### src/rtl/bram_fifo_fwft.sv
`default_nettype none
// ============================================================================
// Module   : bram_fifo_fwft
// Brief    : Synchronous FIFO on an inferred simple dual-port block RAM with
//            a show-ahead output stage, occupancy count, almost-full and
//            almost-empty flags, and sticky overflow/underflow flags.
// Revision : 1.0 - initial release
// ============================================================================
module bram_fifo_fwft #(
    parameter int DATA_WIDTH = 8,
    parameter int ADDR_WIDTH = 4,
    parameter int AF_LEVEL   = 2**ADDR_WIDTH - 2,
    parameter int AE_LEVEL   = 2
) (
    input  logic                  clk,
    input  logic                  reset,
    input  logic                  wr_en,
    input  logic [DATA_WIDTH-1:0] wr_data,
    input  logic                  rd_en,
    output logic [DATA_WIDTH-1:0] rd_data,
    output logic                  empty,
    output logic                  full,
    output logic                  almost_full,
    output logic                  almost_empty,
    output logic [ADDR_WIDTH:0]   count,
    output logic                  overflow,
    output logic                  underflow
);

    localparam int                DEPTH     = 2**ADDR_WIDTH;
    localparam logic [ADDR_WIDTH:0] c_DEPTH = (ADDR_WIDTH+1)'(DEPTH);
    localparam logic [ADDR_WIDTH:0] c_AF    = (ADDR_WIDTH+1)'(AF_LEVEL);
    localparam logic [ADDR_WIDTH:0] c_AE    = (ADDR_WIDTH+1)'(AE_LEVEL);

    // Storage array; intentionally without reset so it maps onto block RAM.
    logic [DATA_WIDTH-1:0] mem_q [DEPTH];

    // wr_ptr_q : next address to write.
    // rd_ptr_q : next address to fetch into the show-ahead stage.
    logic [ADDR_WIDTH-1:0] wr_ptr_q, wr_ptr_d;
    logic [ADDR_WIDTH-1:0] rd_ptr_q, rd_ptr_d;
    logic [ADDR_WIDTH:0]   count_q,  count_d;
    logic                  valid_q,  valid_d;
    logic [DATA_WIDTH-1:0] rd_data_q;
    logic                  overflow_q,  overflow_d;
    logic                  underflow_q, underflow_d;

    logic w_full;
    logic w_push;
    logic w_pop;
    logic w_avail;
    logic w_fetch;

    // Acceptance decisions, fetch decision and next-state values.
    always_comb begin
        w_full   = (count_q == c_DEPTH);
        // A push is judged only against the current full status, so a push
        // to a full FIFO is dropped even when a pop is accepted alongside it.
        w_push   = wr_en & ~w_full;
        w_pop    = rd_en & valid_q;
        // Words sitting in memory that are not yet in the output stage. A word
        // written on this edge is not counted, which guarantees the fetch never
        // reads the address being written in the same cycle.
        w_avail  = (count_q > {{ADDR_WIDTH{1'b0}}, valid_q});
        w_fetch  = (~valid_q | w_pop) & w_avail;

        wr_ptr_d = w_push  ? wr_ptr_q + 1'b1 : wr_ptr_q;
        rd_ptr_d = w_fetch ? rd_ptr_q + 1'b1 : rd_ptr_q;

        count_d = count_q;
        if (w_push && !w_pop) begin
            count_d = count_q + 1'b1;
        end else if (w_pop && !w_push) begin
            count_d = count_q - 1'b1;
        end

        valid_d = valid_q;
        if (w_fetch) begin
            valid_d = 1'b1;
        end else if (w_pop) begin
            valid_d = 1'b0;
        end

        overflow_d  = overflow_q  | (wr_en & w_full);
        underflow_d = underflow_q | (rd_en & ~valid_q);
    end

    // Control state registers with synchronous reset.
    always_ff @(posedge clk) begin
        if (reset) begin
            wr_ptr_q    <= '0;
            rd_ptr_q    <= '0;
            count_q     <= '0;
            valid_q     <= 1'b0;
            overflow_q  <= 1'b0;
            underflow_q <= 1'b0;
        end else begin
            wr_ptr_q    <= wr_ptr_d;
            rd_ptr_q    <= rd_ptr_d;
            count_q     <= count_d;
            valid_q     <= valid_d;
            overflow_q  <= overflow_d;
            underflow_q <= underflow_d;
        end
    end

    // Synchronous write port of the RAM.
    always_ff @(posedge clk) begin
        if (w_push && !reset) begin
            mem_q[wr_ptr_q] <= wr_data;
        end
    end

    // Registered read port of the RAM; this register is the show-ahead stage.
    always_ff @(posedge clk) begin
        if (reset) begin
            rd_data_q <= '0;
        end else if (w_fetch) begin
            rd_data_q <= mem_q[rd_ptr_q];
        end
    end

    assign rd_data      = rd_data_q;
    assign empty        = ~valid_q;
    assign full         = w_full;
    assign almost_full  = (count_q >= c_AF);
    assign almost_empty = (count_q <= c_AE);
    assign count        = count_q;
    assign overflow     = overflow_q;
    assign underflow    = underflow_q;

endmodule
`default_nettype wire
### config.mk
export PLATFORM = sky130hd
export DESIGN_NAME = bram_fifo_fwft
export DESIGN_NICKNAME = d
export VERILOG_FILES = /design/src/rtl/bram_fifo_fwft.sv
export SDC_FILE = /design/constraint.sdc
export NUM_CORES = 1
export LEC_CHECK = 0
export BUFFER_PORTS_ARGS = -buffer_cell sky130_fd_sc_hd__buf_2
export CAP_MARGIN = 5
export CORE_AREA = 4 4 148 150
export DETAILED_ROUTE_END_ITERATION = 10
export DIE_AREA = 0 0 152 154
export SKIP_CTS_REPAIR_TIMING = 1
export SKIP_LAST_GASP = 1
export SYNTH_ARGS = -nofsm -noshare
export SYNTH_HDL_FRONTEND = slang
export SYNTH_SLANG_ARGS = --single-unit
export TNS_END_PERCENT = 100
### constraint.sdc
create_clock -name clk -period 2.3 [get_ports clk]
set_input_delay 0.345 -clock clk [delete_from_list [all_inputs] [get_ports clk]]
set_output_delay 0.345 -clock clk [all_outputs]
set_load 0.01 [all_outputs]
==> out/qor.csv <==
metric;value;unit
Total Wirelength;12500;um
first-pass GRT wire length;19100;um
Comb power frac;27.4;%
Antenna diodes;0;
Worst-Margin Slew;0.789;ns
nets;449;
Int Pwr;5680;uW
post-synthesis sequential area ratio;71.2;%
Yosys warnings;0;
leakage;0.00241;uW
initial antenna violation count;1;
Critical Path Source;count[0];
chip width;152;um
TritonCTS Buffers;17;
grt ovf;0;
VDD IR max;0.531;mV
worst hold slack;0.182;ns
Post-synth ARST share;0;%
ANT nets after route;0;
syn avg cell area;16.2;sq um
WP data required;2.60;ns
largest net degree at the start of global routing;52;
post-synth top area cell;edfxtp_1;
Clock transition at path regs;0.05;ns
CP arrival;2.53;ns
RSZ-0062 raised after global routing;true;
vias in the first global route;3344;
final hold vios;0;
number of top-level pins;31;
Synth Net Count;399;
Tot Pwr;7960;uW
number of placed cells counting well taps;680;
fin crit period;2.23;ns
dpl hpwl;8040;um
H-tree depth;4;
PortBufs;30;
worst flop-to-flop path endpoint;count[4];
top-count cell post-synth;edfxtp_1;
worst-case reg-to-reg path depth;9;
clk_lat worst skew;0.42;ns
TritonRoute pass-1 iters;4;
Final Wtd Congestion;0.762;
Clk pwr share;31.5;%
Cell variety after synth;37;
relative slew slack;47.2;%
top_reg_cell synth;edfxtp_1;
share of cells above drive strength 1;24.6;%
endpoints failing setup;0;
clk buf depth;2;
starting density of the core;29.4;%
Sink Count;152;
worst setup margin;0.0703;ns
Critical Path Source Type;flip-flop;
hold path start;wr_en;
DR WL/cell;17.6;um
NetSw;2280;uW
GRT Overall Usage;10.9;%
max-cap viol count;0;
CP endpoint kind;flip-flop;
sw frac;28.6;%
Finished Layout Cells;714;
CTS root buf;clkbuf_16;
reg2reg start;count[0];
worst hold path class;in2reg;
critical-path maximum fanout;4;
die area;23400;sq um
via/cell ratio;4.61;
number of flops mapped to enable cells by yosys;128;
Fmax;0.448;GHz
area growth from synthesis to layout;19.2;%
CP Class;reg2reg;
CTS tree;built;
DR vias;3290;
Clock Skews;0.00602;ns
final period utilization;96.9;%
Synth top area share;63.3;%
Seq cells post-synth;152;
# DRC;0;
# rows;53;
Pwr Density;1100;nW/um^2
violation count after the first detailed-routing iteration;256;
cell area after synthesis;6070;sq um
Cells after Synth;376;
core area;20700;sq um
Worst Hold Depth;3;
die height;154;um
synth top area cells;edfxtp_1 (63%), dfxtp_1 (7.9%), mux4_2 (5.9%);
pre-CTS WS;-0.00785;ns
R2R setup slack;0.07;ns
outcome;finished clean;
hold worst-path end;overflow;
sequential share of power;41.1;%
Slew Viols, Final;0;
commonest cells in the netlist;edfxtp_1 (128), nor2_1 (55), mux2i_1 (35), dfxtp_1 (24);
==> worst max-delay path: stages (launching register included) <==
cell	delay, ns
dfxtp_2	0.33
nor4_4	0.34
a21boi_4	0.11
ha_4	0.19
inv_4	0.07
ha_4	0.20
a21o_1	0.18
a21oi_2	0.15
mux2i_1	0.21
mux2_2	0.34
==> worst max-delay path by stage <==
stage / endpoint / slack [ns] / cells past startpoint
floorplan: count[4] / 0.02 / 9
global placement: count[4] / 0.05 / 9
detailed placement: count[4] / -0.008 / 9
CTS: count[4] / -0.0008 / 9
global route: count[4] / -0.04 / 9
finish: count[4] / 0.07 / 9
==> cells by family after synthesis <==
logic type | count (synthesis) | share of synthesized area (%)
AO/OA/AOI/OAI | 46 | 5.33
XOR/XNOR | 9 | 1.30
adder cells (fa/ha/maj) | 11 | 2.39
buffers and inverters | 27 | 2.22
flip-flops | 152 | 71.2
multiplexers | 52 | 11.9
AND/OR/NAND/NOR | 79 | 5.69
==> cell usage in the layout (no fill, tap or decap), drive strengths merged, types with 10 or more instances in the layout <==
cell    instances
o22ai          16
nor2           55
mux4           16
clkbuf         29
buf            51
dfxtp          24
mux2i          35
ha             10
edfxtp        128
==> area by class of cell <==
type | instances | area (sq um)
repair buffers | 51 | 333
clock buffers | 29 | 520
inverters | 7 | 28.8
fillers | 1976 | 13400
multi-input cells | 197 | 1670
clock inverters | 3 | 17.5
flip-flops and latches | 152 | 4330
well taps | 275 | 344
==> power groups by stage <==
stage	Combinational, uW	Clock (uW)	Sequential, uW
6_report	2180	2510	3270
5_1_grt	2400	2680	3290
4_1_cts	2170	2550	3270
3_5_place_dp	2170	0	3330
3_3_place_gp	2110	0	3320
2_1_floorplan	1470	0	3370
==> state kept, by name (all words and copies together) (netlist names) <==
signal,cells
valid_q,1
count,5
wr_ptr_q,4
overflow,1
mem_q,128
underflow,1
rd_ptr_q,4
rd_data,8
==> through the flow <==
| step | area [sq um] | util (%) | TNS (ns) |
|---|---|---|---|
| 2_1_floorplan | 6120 | - | 0 |
| 3_3_place_gp | 6670 | 32.3 | 0 |
| 3_5_place_dp | 6670 | 32.3 | -0.00785 |
| 4_1_cts | 7210 | 34.9 | -0.000792 |
| 5_1_grt | 7240 | 35.0 | -0.0383 |
| 6_report | 7240 | 35.0 | 0 |
==> layer usage <==
metal	routed length (um)	global-route usage (%)
met1	5700	14.4
met2	5900	16.6
met3	749	3.77
met4	177	4.62
met5	7	0
Power figures use the tool's default switching activity.
